[src/rtl/uart_send_ctrl.sv]
// rtl/uart_send_ctrl.sv - send-opcode decode, edge-accepted word FIFO and UART TX serialiser
// Optional even parity bit after the data bits when UART_SEND_PARITY_EN is defined.
module uart_send_ctrl #(
  parameter int                  OPCODE_W     = 6,
  parameter logic [OPCODE_W-1:0] OPCODE_SND   = 6'b010001,
  parameter int                  DATA_W       = 8,
  parameter int                  DEPTH        = 4,
  parameter int                  CLKS_PER_BIT = 434
) (
  input  logic                clock,
  input  logic                reset,
  input  logic [OPCODE_W-1:0] opcode,
  input  logic                input_sig_snd,
  input  logic [DATA_W-1:0]   data_in,
  output logic                output_sig_snd,
  output logic                snd_flag,
  output logic                tx,
  output logic                busy,
  output logic                full,
  output logic                overflow
);

  localparam int PTR_W = $clog2(DEPTH) + 1;
  localparam int CNT_W = $clog2(CLKS_PER_BIT);
  localparam int BIT_W = (DATA_W > 1) ? $clog2(DATA_W) : 1;
  localparam logic [CNT_W-1:0] CNT_MAX  = CNT_W'(CLKS_PER_BIT - 1);
  localparam logic [BIT_W-1:0] BIT_LAST = BIT_W'(DATA_W - 1);

  typedef enum logic [2:0] {
    IDLE,
    START,
    DATA,
`ifdef UART_SEND_PARITY_EN
    PARITY,
`endif
    STOP
  } state_t;

  state_t            state, state_n;
  logic [CNT_W-1:0]  cnt, cnt_n;
  logic [BIT_W-1:0]  bit_idx, bit_n;
  logic [DATA_W-1:0] shift, shift_n;
  logic [PTR_W-1:0]  wptr, rptr;
  logic [DATA_W-1:0] mem [DEPTH];
  logic [DATA_W-1:0] head;
  logic              sig_q, accept, push, pop, empty;
`ifdef UART_SEND_PARITY_EN
  logic              par, par_n;
`endif

  assign output_sig_snd = (opcode == OPCODE_SND);
  assign accept = input_sig_snd & ~sig_q & output_sig_snd;
  // full/empty come from registered pointers, so a same-cycle pop never frees room for a push
  assign empty  = (wptr == rptr);
  assign full   = (wptr[PTR_W-1] != rptr[PTR_W-1]) &&
                  (wptr[PTR_W-2:0] == rptr[PTR_W-2:0]);
  assign push   = accept & ~full;
  assign head   = mem[rptr[PTR_W-2:0]];
  assign busy   = (state != IDLE) | ~empty;

  always_ff @(posedge clock) begin
    if (push) mem[wptr[PTR_W-2:0]] <= data_in;
  end

  always_ff @(posedge clock or posedge reset) begin
    if (reset) begin
      sig_q    <= 1'b0;
      snd_flag <= 1'b0;
      overflow <= 1'b0;
      wptr     <= '0;
      rptr     <= '0;
      state    <= IDLE;
      cnt      <= '0;
      bit_idx  <= '0;
      shift    <= '0;
`ifdef UART_SEND_PARITY_EN
      par      <= 1'b0;
`endif
    end else begin
      sig_q    <= input_sig_snd;
      snd_flag <= push;
      if (accept & full) overflow <= 1'b1;
      if (push) wptr <= wptr + PTR_W'(1);
      if (pop)  rptr <= rptr + PTR_W'(1);
      state    <= state_n;
      cnt      <= cnt_n;
      bit_idx  <= bit_n;
      shift    <= shift_n;
`ifdef UART_SEND_PARITY_EN
      par      <= par_n;
`endif
    end
  end

  always_comb begin
    state_n = state;
    cnt_n   = cnt;
    bit_n   = bit_idx;
    shift_n = shift;
    pop     = 1'b0;
    tx      = 1'b1;
`ifdef UART_SEND_PARITY_EN
    par_n   = par;
`endif
    case (state)
      IDLE: begin
        if (!empty) begin
          pop     = 1'b1;
          shift_n = head;
          state_n = START;
          cnt_n   = CNT_MAX;
`ifdef UART_SEND_PARITY_EN
          par_n   = ^head;
`endif
        end
      end
      START: begin
        tx = 1'b0;
        if (cnt == '0) begin
          state_n = DATA;
          cnt_n   = CNT_MAX;
          bit_n   = '0;
        end else begin
          cnt_n = cnt - CNT_W'(1);
        end
      end
      DATA: begin
        tx = shift[0];
        if (cnt == '0) begin
          shift_n = shift >> 1;
          cnt_n   = CNT_MAX;
          if (bit_idx == BIT_LAST) begin
`ifdef UART_SEND_PARITY_EN
            state_n = PARITY;
`else
            state_n = STOP;
`endif
          end else begin
            bit_n = bit_idx + BIT_W'(1);
          end
        end else begin
          cnt_n = cnt - CNT_W'(1);
        end
      end
`ifdef UART_SEND_PARITY_EN
      PARITY: begin
        tx = par;
        if (cnt == '0) begin
          state_n = STOP;
          cnt_n   = CNT_MAX;
        end else begin
          cnt_n = cnt - CNT_W'(1);
        end
      end
`endif
      STOP: begin
        if (cnt == '0) begin
          // chain straight into the next start bit when a word is waiting
          if (!empty) begin
            pop     = 1'b1;
            shift_n = head;
            state_n = START;
            cnt_n   = CNT_MAX;
`ifdef UART_SEND_PARITY_EN
            par_n   = ^head;
`endif
          end else begin
            state_n = IDLE;
          end
        end else begin
          cnt_n = cnt - CNT_W'(1);
        end
      end
      default: state_n = IDLE;
    endcase
  end

endmodule

[config.mk]
export PLATFORM = sky130hd
export DESIGN_NAME = uart_send_ctrl
export DESIGN_NICKNAME = d
export VERILOG_FILES = /design/src/rtl/uart_send_ctrl.sv
export SDC_FILE = /design/constraint.sdc
export NUM_CORES = 1
export LEC_CHECK = 0
export ABC_AREA = 1
export BUFFER_PORTS_ARGS = -buffer_cell sky130_fd_sc_hd__buf_4
export CAP_MARGIN = 15
export CORE_MARGIN = 1
export CORE_UTILIZATION = 54
export CTS_CLUSTER_DIAMETER = 40
export DETAILED_ROUTE_END_ITERATION = 10
export PLACE_DENSITY_LB_ADDON = 0.05
export SYNTH_ARGS = -nofsm -noshare
export SYNTH_HDL_FRONTEND = slang
export SYNTH_SLANG_ARGS = --single-unit
[constraint.sdc]
create_clock -name clock -period 1.8 [get_ports clock]
set_input_delay 0.27 -clock clock [delete_from_list [all_inputs] [get_ports clock]]
set_output_delay 0.27 -clock clock [all_outputs]
set_load 0.005 [all_outputs]
==> results of run 1 <==
## final timing paths
check / end / startpoint / slack, ps
worst max-delay path: busy / state[0]$_DFFE_PP0P_ / 90
worst min register to register: overflow$_DFFE_PP0P_ / overflow$_DFFE_PP0P_ / 470
worst max register to register: shift[6]$_DFFE_PP0P_ / cnt[0]$_DFFE_PP0P_ / 160
worst min-delay path: bit_idx[2]$_DFFE_PP0P_ / reset / 4
min in group clock: sig_q$_DFF_PP0_ / input_sig_snd / 40
max in group asynchronous: wptr[0]$_DFFE_PP0N_ / reset / 1440
## metal layers
layer	track usage, %	vias to the layer above	share of wire [%]
met5	0	-	0
met4	11.07	0	1.4
met3	4.571	9	3.0
met2	37.35	41	48
met1	29.98	1168	47
li1	-	1276	-
## power by group
part | internal, uW | switching [uW]
Sequential | 1790 | 198
Clock | 500 | 602
Combinational | 1260 | 2040
## Yosys cell counts (5+ instances only)
master    instances
nand2_2           5
nor2_1           12
ha_1             13
nand2_1         116
dfrtp_1          31
o21ai_0          11
inv_1            31
edfxtp_1         32
nand3_1          45
a21oi_1           6
nand4_1           9
inv_2             8
## flip-flops by register name (all words and copies together), names as in the netlist
signal,cells
mem,32
cnt,9
shift,8
bit_idx,3
rptr,3
wptr,3
state,2
overflow,1
sig_q,1
snd_flag,1
## repair_timing
| action | CTS | global route |
|---|---|---|
| setup buffers | 1 | 7 |
| hold buffers | 0 | 0 |
| endpoints found under the setup margin | 1 | 12 |
| resized for setup | 4 | 4 |
| cloned | 0 | 0 |
| pin swaps | 0 | 2 |
## cell usage in the layout (no fill, tap or decap), types with 3 or more instances in the layout
master / n
a21oi_1: 6
buf_4: 47
clkbuf_8: 9
clkinv_2: 3
clkinv_4: 3
dfrtp_1: 29
edfxtp_1: 32
ha_1: 12
inv_1: 30
inv_2: 9
nand2_1: 116
nand2_2: 5
nand2_4: 4
nand3_1: 45
nand4_1: 9
nor2_1: 10
nor2_2: 3
o21ai_0: 10
o21ai_1: 5
xor2_1: 3
## critical path, cell delays in order, from the launching register on
cell and delay (ps):
dfrtp_1 410, inv_1 110, ha_1 180, inv_1 100, nor2_4 130, inv_1 40, buf_4 120
## through the flow
stage               cell area, um2  power [uW]  instances  setup slack, ps
floorplan                     3288        4368        357            116.4
global placement              3607        5058        462            178.4
detailed placement            3607        5128        462            127.8
CTS                           3797        6290        479            25.00
global route                  3855        6985        486           0.8151
finish                        3855        6399        486            91.07
## kinds of logic (layout without fill, tap and decap cells)
group / count (synthesis) / after routing
and+or+nand+nor: 198 / 198
DFF: 63 / 63
buffers and inverters: 50 / 104
AOI/OAI and AO/OA: 29 / 29
adders and majority gates: 13 / 13
xor gates and xnor gates: 4 / 4
## final cells by class
| cell class | count | area [um2] |
|---|---|---|
| Timing Repair Buffer | 47 | 352.8 |
| Clock inverter | 7 | 48.80 |
| Multi-Input combinational cell | 244 | 1338 |
| Inverter | 41 | 158.9 |
| Fill cell | 501 | 2031 |
| Tap cell | 75 | 93.84 |
| Sequential cell | 63 | 1739 |
| Clock buffer | 9 | 123.9 |
==> out/metrics.yaml, run 1 <==
detailed_routing:
  drc: 0
  ant_nets: 0
  firstDrtPassIters: 4
  via_count: 2494
  drt_iter0_markers: 164
  vias_per_cell: 5.132
  wl_per_cell_um: 13.42
  wirelength_um: 6523
placed_design:
  dp_hpwl_um: 4340
  port-buffer-count: 22
  place_congestion: 0.8075
synth:
  synth_area_um2: 3288
  synth-edff-count: 32
  muxShareOfSynthArea_pct: 0
  yosys.area_share.simple_pct: 28.01
  syn-num-nets: 387
  synth_ff_type: "edfxtp_1"
  synth-compound-area-share_pct: 5.708
  ys_seq_area_share_pct: 52.82
  synth_top_family_by_area: "simple AND/OR/NAND/NOR gates"
  yosysUniqueCellTypes: 33
  synth_cells: 357
  synth.avg_cell_area_um2: 9.211
  synthAdderAreaFrac_pct: 4.947
  synth_top_area_share_pct: 29.22
  synth_top_area_cell: "edfxtp_1"
  ys_async_sr_fraction_pct: 49.21
  synth_xor_area_share_pct: 1.636
  ys_top_cells_by_area: "edfxtp_1 (29%), dfrtp_1 (24%), nand2_1 (13%)"
  ys_warn_count: 0
  ys_ff_latch: 63
timing:
  final.setup.tns_ps: 0
  finalHoldViolCount: 0
  setup_viol: 0
  fmax_mhz: 585.2
  clock_skew_ps: 5.578
  rsz0062_at_grt: "no"
  fin_hold_ws_ps: 4.326
  finalMaxSlewViolations: 0
  relSlewSlack_pct: 70.95
  period_minus_slack_ps: 1709
  fin_crit_sh_pct: 94.94
  worst_slew_pin_slew_ps: 435.8
final_layout:
  drive_gt1_share_pct: 24.33
  syn_to_final_growth_pct: 17.24
  num_antenna_cells: 0
  postLayoutCoreUtil_pct: 65.50
  nets: 436
floorplan:
  rows: 28
  initial_core_util_pct: 55.87
  die_x_um: 80.04
  die-area_um2: 6406
  ios: 23
  core_um2: 5886
  die_h_um: 80.04
critical_path:
  start_kind: "flip-flop"
  rr_worst_depth: 9
  crit_type: "flip-flop to output port"
  worstPathMaxFanout: 4
  end_kind: "output port"
  arrival_ps: 1440
  required_ps: 1530
global_routing:
  grt_util_all_layers_pct: 23.20
  grt_pass1_vias: 2343
  grt_max_degree: 32
  grt-ovfl-total: 0
  antenna_found_initial: 0
  grt_pass1_wl_um: 10890
power:
  worst_ir_drop_vdd_mv: 0.8033
  p_leak_uw: 0.001891
  cellPowerDensity_nw_per_um2: 1660
hold_path:
  hold_class: "input port to asynchronous set/reset pin"
cts:
  cts.htree.levels: 3
  insertion_delay_ps: 350
  cts_tree: "built"
  clock-sinks: 63
  clockRootBuffer: "clkbuf_8"
  clock_tree.buffer_depth: 2
  numCtsBuffers: 9
  clk_pin_slew_ps: 80
job:
  cap_violations: 0
run_status:
  outcome: "completed"
Power figures use the tool's default switching activity.
==> inputs of run 2 (changes only) <==
--- a/config.mk
+++ b/config.mk
@@ -12,7 +12,7 @@
 export CORE_UTILIZATION = 54
 export CTS_CLUSTER_DIAMETER = 40
 export DETAILED_ROUTE_END_ITERATION = 10
-export PLACE_DENSITY_LB_ADDON = 0.05
+export PLACE_DENSITY = 0.72
 export SYNTH_ARGS = -nofsm -noshare
 export SYNTH_HDL_FRONTEND = slang
 export SYNTH_SLANG_ARGS = --single-unit
==> out/metrics.yaml, run 2 (synthesis gave the netlist of run 1 again) <==
floorplan:
  die-area_um2: 6406
  die_h_um: 80.04
  initial_core_util_pct: 55.87
  core_um2: 5886
  rows: 28
  die_x_um: 80.04
  ios: 23
critical_path:
  rrSetupSlack_ps: 170
  crit_slowest_cell: "dfrtp_1"
  rr_worst_depth: 8
  required_ps: 1530
  start_kind: "flip-flop"
  end_kind: "output port"
  arrival_ps: 1450
  crit_type: "flip-flop to output port"
  endpoint: "busy"
  rr_endpoint: "cnt[7]$_DFFE_PP0P_"
  path_cells: "inv_2 > ha_2 > inv_4 > nor2_4 > inv_1 > buf_4"
  worstPathMaxFanout: 8
  crit_start: "state[1]$_DFFE_PP0P_"
  timing.rr.start: "state[1]$_DFFE_PP0P_"
  slowest_delay_ps: 440
timing:
  finalMaxSlewViolations: 0
  fin_crit_sh_pct: 95.39
  setup_slack_ps: 82.94
  relSlewSlack_pct: 72.84
  setup_viol: 0
  final.setup.tns_ps: 0
  period_minus_slack_ps: 1717
  finalHoldViolCount: 0
  fmax_mhz: 582.4
  worst_slew_pin_slew_ps: 407.5
  clock_skew_ps: 10.10
power:
  p_leak_uw: 0.001884
  cellPowerDensity_nw_per_um2: 1635
  total_power_uw: 6352
  worst_ir_drop_vdd_mv: 0.9522
job:
  cap_violations: 0
detailed_routing:
  firstDrtPassIters: 6
  wl_per_cell_um: 12.83
  ant_nets: 0
  via_count: 2476
  drt_iter0_markers: 177
  wirelength_um: 6237
  drc: 0
  vias_per_cell: 5.095
cts:
  clock-sinks: 63
  clk_pin_slew_ps: 80
  insertion_delay_ps: 340
  cts_tree: "built"
  numCtsBuffers: 9
  clock_tree.buffer_depth: 2
  cts.htree.levels: 3
  ctsHoldBuffers: 0
  clockRootBuffer: "clkbuf_8"
run_status:
  outcome: "completed"
final_layout:
  syn_to_final_growth_pct: 18.11
  drive_gt1_share_pct: 26.03
  largest_reg_flops: 32
  final_common_cell: "nand2_1"
  num_antenna_cells: 0
  nets: 436
  layout_common_cells: "nand2_1 (116), buf_4 (46), nand3_1 (45)"
placed_design:
  port-buffer-count: 22
  post-place-ws_ps: 138.4
  place_congestion: 0.8443
  dp_hpwl_um: 4381
global_routing:
  grt_pass1_vias: 2364
  antenna_found_initial: 0
  grt_util_all_layers_pct: 22.36
  grt-ovfl-total: 0
  grt_max_degree: 32
  grt_pass1_wl_um: 10650
hold_path:
  hold_class: "input port to asynchronous set/reset pin"
run 2: changes by cell type in the layout (fill, tap and decap cells not counted), moves of 2 or more:
cell / change
inv_1: -4
inv_2: +3
clkinv_2: -2
ha_1: -2
inv_6: +2
run 2: worst max-delay path: cells and delay by family (launching register included):
| family | cells | cell delay (ps) |
|---|---|---|
| DFF | 1 | 440 |
| adders and majority gates | 1 | 200 |
| buffers and inverters | 4 | 350 |
| and+or+nand+nor | 1 | 120 |
run 2: worst min path at each step:
stage / slack [ps] / cells past startpoint / end
floorplan: 300 / 0 / sig_q$_DFF_PP0_
global placement: 380 / 3 / shift[1]$_DFFE_PP0P_
detailed placement: 390 / 3 / shift[2]$_DFFE_PP0P_
CTS: 20 / 3 / cnt[3]$_DFFE_PP0P_
global route: 30 / 1 / sig_q$_DFF_PP0_
finish: 20 / 3 / cnt[3]$_DFFE_PP0P_
run 2: timing repair:
item                       in CTS  in global routing
buffers inserted                4                  5
gates resized for setup         5                 12
pin swaps                       1                  2
setup endpoints to repair       1                 11
run 2: layout make-up:
class	count	area [um2]
sequential	63	1740
timing repair buffer	47	356.6
clock buffer	9	123.9
inverter	41	161.4
fill	476	2002
multi-input combinational	244	1353
clock inverter	7	55.05
tap	75	93.84
run 2: through the flow:
step	hold slack, ps	instances	area (um2)	utilization (%)
finish	17.02	486	3884	65.99
global route	25.19	486	3884	65.99
CTS	16.87	481	3815	64.82
detailed placement	390.8	461	3600	61.16
global placement	384.9	461	3600	61.16
floorplan	301.4	357	3288	-
run 2: per-layer routing:
metal / up-vias / global-route usage, % / wire [um]
li1: 1277 / - / -
met2: 53 / 35.90 / 2976
met3: 6 / 6.514 / 269
met1: 1140 / 28.64 / 2926
met4: 0 / 8.214 / 65
met5: - / 0 / 0
run 2: report_power, final:
| group | switching [uW] | internal [uW] |
|---|---|---|
| clock network | 596 | 512 |
| logic | 2010 | 1230 |
| registers | 207 | 1790 |
==> inputs of run 3 (changes only) <==
--- a/config.mk
+++ b/config.mk
@@ -8,10 +8,12 @@
 export ABC_AREA = 1
 export BUFFER_PORTS_ARGS = -buffer_cell sky130_fd_sc_hd__buf_4
 export CAP_MARGIN = 15
-export CORE_MARGIN = 1
+export CORE_MARGIN = 2
 export CORE_UTILIZATION = 54
+export CTS_BUF_LIST = sky130_fd_sc_hd__clkbuf_4 sky130_fd_sc_hd__clkbuf_8 sky130_fd_sc_hd__clkbuf_16
 export CTS_CLUSTER_DIAMETER = 40
 export DETAILED_ROUTE_END_ITERATION = 10
+export GPL_ROUTABILITY_DRIVEN = 0
 export PLACE_DENSITY = 0.72
 export SYNTH_ARGS = -nofsm -noshare
 export SYNTH_HDL_FRONTEND = slang
==> out/metrics.yaml, run 3 (synthesis gave the netlist of run 1 again) <==
run_status:
  outcome: "completed"
global_routing:
  grt_pass1_vias: 2400
  top_usage_layer: "met2"
  grt_max_degree: 32
  use_met2_pct: 34.96
  grt_util_all_layers_pct: 20.97
  antenna_found_initial: 0
  grt_util_met3_pct: 5.934
  grt_use_met1_pct: 26.64
  grt-ovfl-total: 0
  grt_pass1_wl_um: 10580
timing:
  fin_hold_ws_ps: 6.982
  fin_crit_sh_pct: 97.15
  finalHoldViolCount: 0
  clock_skew_ps: 6.889
  finalMaxSlewViolations: 0
  worst_slew_pin_slew_ps: 403.4
  rsz0062_at_grt: "yes"
  fmax_mhz: 571.9
  relSlewSlack_pct: 72.82
  final.setup.tns_ps: 0
  setup_viol: 0
  period_minus_slack_ps: 1749
detailed_routing:
  wirelength_um: 6219
  drt_iter0_markers: 105
  ant_nets: 0
  drc: 0
  vias_per_cell: 5.127
  wl_per_cell_um: 12.74
  firstDrtPassIters: 4
  via_count: 2502
floorplan:
  ios: 23
  initial_core_util_pct: 55.87
  die_x_um: 82.04
  die-area_um2: 6730
  rows: 28
  core_um2: 5886
  die_h_um: 82.04
power:
  pwr-share-comb_pct: 51.7
  internal_power_uw: 3583
  cellPowerDensity_nw_per_um2: 1638
  worst_ir_drop_vdd_mv: 0.9846
  clkPwrFrac_pct: 17.0
  p_leak_uw: 0.001905
  swShare_pct: 43.76
  sequentialPowerShare_pct: 31.3
  switchingPower_uw: 2788
critical_path:
  path_buf_inv: 2
  end_kind: "output port"
  path_cells: "xnor2_4 > nand3_4 > nor2_4 > inv_1 > buf_4"
  crit_slowest_cell: "dfrtp_2"
  slowest_delay_ps: 460
  crit_family: "flip-flops"
  crit_type: "flip-flop to output port"
  start_kind: "flip-flop"
  required_ps: 1530
  arrival_ps: 1480
  worstPathMaxFanout: 5
final_layout:
  largest_reg_flops: 32
  layout_common_cells: "nand2_1 (115), buf_4 (48), nand3_1 (45)"
  nets: 438
  final_common_cell: "nand2_1"
  fill_cells: 477
  syn_to_final_growth_pct: 18.26
  num_antenna_cells: 0
  final_cells: 488
  drive_gt1_share_pct: 25.18
cts:
  clock_tree.buffer_depth: 2
  clk_pin_slew_ps: 70
  insertion_delay_ps: 340
  numCtsBuffers: 9
  cts_tree: "built"
  clockRootBuffer: "clkbuf_8"
  cts.htree.levels: 3
  clock-sinks: 63
placed_design:
  dp_hpwl_um: 4498
  place_inst: 463
  port-buffer-count: 22
hold_path:
  hold_class: "input port to asynchronous set/reset pin"
job:
  cap_violations: 0
==> run 3: changes by cell type in the layout (fill, tap and decap cells not counted), sizes merged <==
cell	before	now
clkinv	4	8
clkinvlp	2	0
buf	47	49
inv	42	40
==> run 3: per-layer routing <==
metal  routed length, um  up-vias
li1                    -     1275
met5                   0        -
met3                 334        9
met1                2770     1162
met4                  76        0
met2                3038       56
==> run 3: cell type report <==
cell class	count	area (um2)	share of cell area [%]
clock inverters	7	48.80	1.255
repair buffers	49	371.6	9.556
well taps	75	93.84	2.413
inverters	41	158.9	4.086
flip-flops and latches	63	1739	44.72
clock buffers	9	123.9	3.185
multi-input cells	244	1353	34.78
==> run 3: timing repair <==
item	CTS	global route
buffers inserted	0	9
pin swaps	0	3
setup endpoints to repair	1	14
hold buffers	0	0
gates cloned	0	0
gates resized for setup	4	8
==> run 3: final timing paths <==
path                                       from                   end  slack [ps]  cells after the start
hold / removal                            reset  shift[1]$_DFFE_PP0P_           7                      3
hold reg to reg            overflow$_DFFE_PP0P_  overflow$_DFFE_PP0P_         460                      1
min in group clock                input_sig_snd       sig_q$_DFF_PP0_          40                      1
setup reg to reg             cnt[0]$_DFFE_PP0P_  shift[7]$_DFFE_PP0P_         120                      9
setup / recovery            rptr[0]$_DFFE_PP0P_                  busy          50                      5
max in group asynchronous                 reset   wptr[0]$_DFFE_PP0N_        1470                      3
==> run 3: stage by stage <==
| step | total power (uW) | setup WS [ps] | cell area (um2) | util, % |
|---|---|---|---|---|
| detailed placement | 5107 | 121.7 | 3615 | 61.42 |
| CTS | 6220 | 0.3640 | 3797 | 64.52 |
| floorplan | 4368 | 116.4 | 3288 | - |
| finish | 6371 | 51.31 | 3889 | 66.07 |
| global placement | 5042 | 188.5 | 3615 | 61.42 |
| global route | 6954 | -20.12 | 3889 | 66.07 |
==> run 3: power by group through the flow <==
| stage | combinational (uW) | clock, uW | sequential [uW] |
|---|---|---|---|
| after CTS | 3120 | 1110 | 1990 |
| after global placement | 3030 | 0 | 2020 |
| after global routing | 3750 | 1180 | 2030 |
| after floorplan | 2420 | 0 | 1950 |
| final | 3290 | 1080 | 2000 |
| after detailed placement | 3090 | 0 | 2020 |
==> run 3: worst reg2reg max path, stage by stage (launching register included) <==
cell     delay, ps
dfrtp_1        380
inv_1          130
ha_1           160
nand2_1         60
nor2_2         160
nand2_4        160
a21oi_4        280
nand2_4        120
nand2_2         80
o21ai_2         50
